===== src/rtl/bp_pkg.sv =====
// Shared definitions for the branch-prediction cache controller.
// Latency: n/a (types and constants only).
// Backpressure: n/a.
// Contents: default geometry, entry field positions, controller FSM states.
package bp_pkg;

  // Default cache geometry: 2048 entries of 16 bits.
  localparam int BP_ADDR_W = 11;
  localparam int BP_DATA_W = 16;

  // Entry layout: {valid, pc[12:11], target[12:0]}.
  localparam int ENT_VALID_BIT = 15;
  localparam int ENT_PC_HI_MSB = 14;
  localparam int ENT_PC_HI_LSB = 13;
  localparam int ENT_TGT_MSB   = 12;
  localparam int ENT_TGT_LSB   = 0;

  typedef enum logic [1:0] {
    START = 2'd0,
    INIT  = 2'd1,
    RUN   = 2'd2
  } bp_state_e;

endpackage


===== src/rtl/bp_upd_fifo.sv =====
// Ordered two-push / one-pop FIFO buffering predictor updates.
// Latency: 1 cycle push-to-head (registered storage, no bypass).
// Backpressure: free_cnt (post-pop) tells the producer how many pushes fit; pushes beyond it are illegal.
// Ports: clk/rst_n, flush, push0_vld/dat (older), push1_vld/dat (younger),
//        pop_rdy, head_vld/head_dat, free_cnt.
module bp_upd_fifo #(
  parameter int DEPTH = 4,
  parameter int W     = 27
) (
  input  logic                   clk,
  input  logic                   rst_n,
  input  logic                   flush,
  input  logic                   push0_vld,
  input  logic [W-1:0]           push0_dat,
  input  logic                   push1_vld,
  input  logic [W-1:0]           push1_dat,
  input  logic                   pop_rdy,
  output logic                   head_vld,
  output logic [W-1:0]           head_dat,
  output logic [$clog2(DEPTH):0] free_cnt
);

  localparam int PTR_W = $clog2(DEPTH);
  localparam int CNT_W = PTR_W + 1;

  logic [W-1:0]     mem [DEPTH];
  logic [PTR_W-1:0] wr_ptr;
  logic [PTR_W-1:0] wr1_ptr;
  logic [PTR_W-1:0] rd_ptr;
  logic [CNT_W-1:0] cnt;
  logic             pop;

  assign head_vld = (cnt != '0);
  assign head_dat = mem[rd_ptr];
  assign pop      = pop_rdy & head_vld;

  // Slots freed by this cycle's pop are usable by this cycle's pushes.
  assign free_cnt = CNT_W'(DEPTH) - cnt + CNT_W'(pop);

  // Lane 1 lands behind lane 0 when both push; alone it takes the tail slot.
  assign wr1_ptr = wr_ptr + PTR_W'(push0_vld);

  always_ff @(posedge clk) begin
    if (push0_vld) mem[wr_ptr]  <= push0_dat;
    if (push1_vld) mem[wr1_ptr] <= push1_dat;
  end

  always_ff @(posedge clk or negedge rst_n) begin
    if (!rst_n) begin
      wr_ptr <= '0;
      rd_ptr <= '0;
      cnt    <= '0;
    end else if (flush) begin
      wr_ptr <= '0;
      rd_ptr <= '0;
      cnt    <= '0;
    end else begin
      wr_ptr <= wr_ptr + PTR_W'(push0_vld) + PTR_W'(push1_vld);
      rd_ptr <= rd_ptr + PTR_W'(pop);
      cnt    <= cnt + CNT_W'(push0_vld) + CNT_W'(push1_vld) - CNT_W'(pop);
    end
  end

endmodule


===== src/rtl/bp_cache_ctrl.sv =====
// Branch-prediction cache controller: table clear, update buffering, single RAM port arbitration.
// Latency: lookup 0 cycles to RAM port; update >=1 cycle (through FIFO).
// Backpressure: lookups always win the port; updates that find the FIFO full are dropped and counted.
// Ports: clk/rst_n; upd0_*/upd1_*/kill1 from execute; rd_en/rd_addr from fetch; bp_clear;
//        ram_en/ram_we/ram_addr/ram_wdata to the cache RAM; init_busy, drop_cnt status.
module bp_cache_ctrl
  import bp_pkg::*;
#(
  parameter int DEPTH  = 4,
  parameter int ADDR_W = BP_ADDR_W,
  parameter int DATA_W = BP_DATA_W
) (
  input  logic              clk,
  input  logic              rst_n,
  input  logic              upd0_wen,
  input  logic [ADDR_W-1:0] upd0_addr,
  input  logic [DATA_W-1:0] upd0_data,
  input  logic              upd1_wen,
  input  logic [ADDR_W-1:0] upd1_addr,
  input  logic [DATA_W-1:0] upd1_data,
  input  logic              kill1,
  input  logic              rd_en,
  input  logic [ADDR_W-1:0] rd_addr,
  input  logic              bp_clear,
  output logic              ram_en,
  output logic              ram_we,
  output logic [ADDR_W-1:0] ram_addr,
  output logic [DATA_W-1:0] ram_wdata,
  output logic              init_busy,
  output logic [7:0]        drop_cnt
);

  localparam int CNT_W = $clog2(DEPTH) + 1;
  localparam int ENT_W = ADDR_W + DATA_W;

  bp_state_e         state;
  bp_state_e         state_nxt;
  logic [ADDR_W-1:0] init_idx;

  logic              fifo_head_vld;
  logic [ENT_W-1:0]  fifo_head_dat;
  logic [CNT_W-1:0]  fifo_free;
  logic              fifo_pop;

  logic              upd0_vld;
  logic              upd1_vld;
  logic              acc0;
  logic              acc1;
  logic              drop0;
  logic              drop1;
  logic [8:0]        drop_sum;

  // A killed lane 1 update never existed as far as the table is concerned.
  assign upd0_vld = upd0_wen;
  assign upd1_vld = upd1_wen & ~kill1;

  // Lane 0 claims the first free slot; lane 1 needs one more beyond it.
  assign acc0 = upd0_vld & (fifo_free != '0);
  assign acc1 = upd1_vld & (fifo_free > CNT_W'(acc0));

  // Updates arriving with a clear are discarded outright, not counted as drops.
  assign drop0 = upd0_vld & ~acc0 & ~bp_clear;
  assign drop1 = upd1_vld & ~acc1 & ~bp_clear;

  bp_upd_fifo #(
    .DEPTH (DEPTH),
    .W     (ENT_W)
  ) u_fifo (
    .clk       (clk),
    .rst_n     (rst_n),
    .flush     (bp_clear),
    .push0_vld (acc0 & ~bp_clear),
    .push0_dat ({upd0_addr, upd0_data}),
    .push1_vld (acc1 & ~bp_clear),
    .push1_dat ({upd1_addr, upd1_data}),
    .pop_rdy   (fifo_pop),
    .head_vld  (fifo_head_vld),
    .head_dat  (fifo_head_dat),
    .free_cnt  (fifo_free)
  );

  always_ff @(posedge clk or negedge rst_n) begin
    if (!rst_n) begin
      state <= START;
    end else begin
      state <= state_nxt;
    end
  end

  // Counter idles at 0 outside INIT and wraps back to 0 on the last entry.
  always_ff @(posedge clk or negedge rst_n) begin
    if (!rst_n) begin
      init_idx <= '0;
    end else if (bp_clear || (state != INIT)) begin
      init_idx <= '0;
    end else begin
      init_idx <= init_idx + 1'b1;
    end
  end

  always_comb begin
    state_nxt = state;
    ram_en    = 1'b0;
    ram_we    = 1'b0;
    ram_addr  = '0;
    ram_wdata = '0;
    fifo_pop  = 1'b0;
    unique case (state)
      START: begin
        state_nxt = INIT;
      end
      INIT: begin
        ram_en   = 1'b1;
        ram_we   = 1'b1;
        ram_addr = init_idx;
        if (&init_idx) state_nxt = RUN;
      end
      RUN: begin
        if (rd_en) begin
          ram_en   = 1'b1;
          ram_addr = rd_addr;
        end else if (fifo_head_vld) begin
          fifo_pop  = 1'b1;
          ram_en    = 1'b1;
          ram_we    = 1'b1;
          ram_addr  = fifo_head_dat[ENT_W-1:DATA_W];
          ram_wdata = fifo_head_dat[DATA_W-1:0];
        end
      end
      default: begin
        state_nxt = START;
      end
    endcase
    if (bp_clear) state_nxt = INIT;
  end

  assign init_busy = (state != RUN);

  assign drop_sum = {1'b0, drop_cnt} + {8'd0, drop0} + {8'd0, drop1};

  always_ff @(posedge clk or negedge rst_n) begin
    if (!rst_n) begin
      drop_cnt <= '0;
    end else begin
      drop_cnt <= drop_sum[8] ? 8'hFF : drop_sum[7:0];
    end
  end

endmodule

===== config.mk =====
export PLATFORM = sky130hd
export DESIGN_NAME = bp_cache_ctrl
export DESIGN_NICKNAME = d
export VERILOG_FILES = /design/src/rtl/bp_pkg.sv /design/src/rtl/bp_upd_fifo.sv /design/src/rtl/bp_cache_ctrl.sv
export SDC_FILE = /design/constraint.sdc
export NUM_CORES = 1
export LEC_CHECK = 0
export CAP_MARGIN = 40
export CORE_ASPECT_RATIO = 1.2
export CORE_MARGIN = 2
export CORE_UTILIZATION = 45
export DETAILED_ROUTE_END_ITERATION = 8
export GPL_TIMING_DRIVEN = 0
export PLACE_DENSITY_LB_ADDON = 0.08
export SETUP_SLACK_MARGIN = 0.15
export SLEW_MARGIN = 25
export SYNTH_ARGS = -nofsm -noshare
export SYNTH_HDL_FRONTEND = slang
export SYNTH_SLANG_ARGS = --single-unit

===== constraint.sdc =====
create_clock -name clk -period 8.7 [get_ports clk]
set_clock_uncertainty 0.1 [all_clocks]
set_input_delay 1.74 -clock clk [delete_from_list [all_inputs] [get_ports clk]]
set_output_delay 1.74 -clock clk [all_outputs]
set_load 0.05 [all_outputs]

==> results.md <==
* Core area at between 15000 and 20000 um^2
* Fmax at approximately 160 MHz
* Required @ worst endpoint at between 8 and 9 ns
* Clock buffer depth at 2
* Post-route minimum period at ~6.4 ns
* Port-buffer cells at between 100 and 150
* Unrepaired setup endpoints after global routing: no
* Most frequent cells in the layout: 108 x clkdlybuf4s50_1, 108 x edfxtp_1, 107 x mux2_2
* Setup CP Type: in -> reg
* Yosys reg bits at 136
* CP max FO at 27
* CTS Hold Bufs at 0
* DIE AREA at roughly 17000 um^2
* Max-Cap Viols at 0
* Vias per inst at 5.51
* Vias at 4520
* Yosys warns at 0
* Final Non-Filler Cells at ~800
* Pwr Density at ~250 nW/um^2
* Setup TNS at 0 ns
* Leak at roughly 3.3 nW
* Vias in the first global route at around 4900
* Syn nets at 556
* Root buffer cell: clkbuf_16
* Nets at 688
* Mean Syn Cell Area at ~15 um^2
* Sequential area share after synthesis at a little under three fifths
* Dpl hpwl at 11500 um
* Inserted Diodes at 0
* Synth cell types at 43
* Initial core utilization at a little under half
* ANT nets after route at 0
* Critical path capture point type: flop
* WL/cell at around 21 um
* Post-layout util at between 50% and 60%
* Die Wd at ~120 um
* Cells after Synth at about 470
* Mapped Area at around 7100 um^2
* DRT Wirelength at 17100 um
* Fin. Hold Viols at 0
* First-pass GRT wire length at around 26000 um
* Dpl cell area at around 8600 um^2
* Total track usage at around a fifth
* Placed cell count at 788
* Ports at between 100 and 150
* Clk pin slew, worst setup/hold paths at ~0.05 ns
* Max Transition Viols Final at 0
* Die Y at 142 um
* Largest net degree at the start of global routing at 29
* Critical Path AT at around 6.4 ns
* Post-CTS Setup Inserts at 0
* Slew @ Worst Pin at between 0.8 and 0.9 ns
* Max IR drop VDD at between 0.15 and 0.2 mV
* Initial antenna violation count at 0
* # clock sinks at ~140
* Fraction of layout cells with a size suffix above 1 at 31.2%
* GRT Residual Overflow at 0
* Layout area overhead at 29.2%
* Std cell rows at 50
* Initial DRC count at 320
* Crit share post-route at between 70 and 80%
* Post-Layout Inst Area at 9200 um^2
* Worst skew pair latency at 0.41 ns
* CTS resizes at 0
* TritonCTS clock tree: done
* DRC violations left at 0
* Final Setup Violations at 0
* DR pass1 iterations at 5
* HP Class: reg -> reg
* Clock buffer count from CTS at 17
* Critical path launch point type: input port
* Max_slew headroom at between 40% and 50%
* CTS H-Tree Depth at 4
* Status: complete, no violations
* Placer congestion estimate at 0.848
## worst paths after layout
| path | cells past startpoint | to | from | slack (ns) |
|---|---|---|---|---|
| min reg2reg | 1 | init_idx[0] | init_idx[0] | 0.44 |
| max reg2reg | 14 | u_fifo.mem[0][1] | u_fifo.cnt[2] | 3.27 |
| max | 14 | u_fifo.mem[0][1] | rd_en | 2.26 |
| min | 1 | init_idx[0] | init_idx[0] | 0.44 |
| max in group asynchronous | 1 | init_idx[2] | rst_n | 6.80 |
| min in group asynchronous | 1 | drop_cnt[4] | rst_n | 1.25 |
## kinds of logic after synthesis
kind of cell	count (synthesis)	share of synthesized area, %
flip-flops	136	55.4
XOR/XNOR	17	2.09
buffers and inverters	37	2.58
AND/OR/NAND/NOR	97	7.82
adder cells (fa/ha/maj)	16	3.13
AO/OA/AOI/OAI	30	3.41
multiplexers	135	25.6
## power breakdown
part | internal [W] | switching (W) | leakage (nW)
combinational | 0.000270 | 0.000350 | 1.58
sequential | 0.000825 | 0.0000404 | 1.36
clock | 0.000515 | 0.000268 | 0.319
total | 0.00161 | 0.000659 | 3.25
## synthesized netlist by cell type, drive strengths merged
cell type	instances	area (um^2)
a41oi	1	8.76
a222oi	11	110
nand4	3	18.8
and2	20	125
nor3	7	62.6
mux4	27	608
buf	15	101
o22ai	1	6.26
nor2	21	78.8
a31o	2	17.5
and3	5	31.3
edfxtp	108	3240
o41ai	1	8.76
inv	14	52.6
fa	3	60.1
o311ai	1	8.76
o21a	3	22.5
a21oi	4	20.0
nand2	11	41.3
a31oi	2	12.5
ha	13	163
mux2	108	1220
a21boi	1	7.51
or4b	1	13.8
nand2b	3	18.8
a21o	2	15.0
nand3	4	20.0
or3	2	12.5
xnor2	9	78.8
clkbuf	8	30.0
and4	1	8.76
xor2	8	70.1
nand3b	2	15.0
nor3b	3	22.5
dfrtp	28	701
o21ai	1	5.00
nor2b	14	87.6
## critical path, stage by stage
cell             delay (ns)
clkdlybuf4s50_1        0.49
nand3b_1               0.15
ha_1                   0.15
inv_1                  0.04
ha_1                   0.18
xor2_1                 0.18
o311ai_0               0.70
inv_1                  0.20
ha_1                   0.26
xor2_1                 0.20
or4b_4                 0.56
nor3_4                 0.59
buf_6                  0.27
a21o_2                 0.66
## metal layers
layer  track usage (%)  vias to the layer above  wire length [um]
met1              25.0                     2286              6930
li1                  -                     2079                 -
met3              5.10                       21               812
met2              37.4                      134              9110
met5                 0                        -                 0
met4              6.39                        0               209
## per-stage QoR
step,setup WS (ns),hold WS (ns),power (W)
4_1_cts,2.22,0.441,0.00229
3_3_place_gp,1.40,0.418,0.00147
5_1_grt,1.98,0.449,0.00237
2_1_floorplan,3.08,0.368,0.00128
6_report,2.26,0.437,0.00227
3_5_place_dp,1.78,0.430,0.00150
## sequential cells by signal, summed over array words and instances, names as in the netlist
signal	count
init_idx	11
u_fifo.wr_ptr	2
drop_cnt	8
u_fifo.cnt	3
state	2
u_fifo.rd_ptr	2
u_fifo.mem	108
## cell type report
cell class | instances | area (um^2)
fillers | 1215 | 6370
flip-flops and latches | 136 | 3940
multi-input cells | 295 | 3000
repair buffers | 113 | 1170
clock buffers | 19 | 443
well taps | 208 | 260
clock inverters | 13 | 200
plain buffers | 23 | 131
inverters | 14 | 52.6
(Power assumes the default switching activity.)
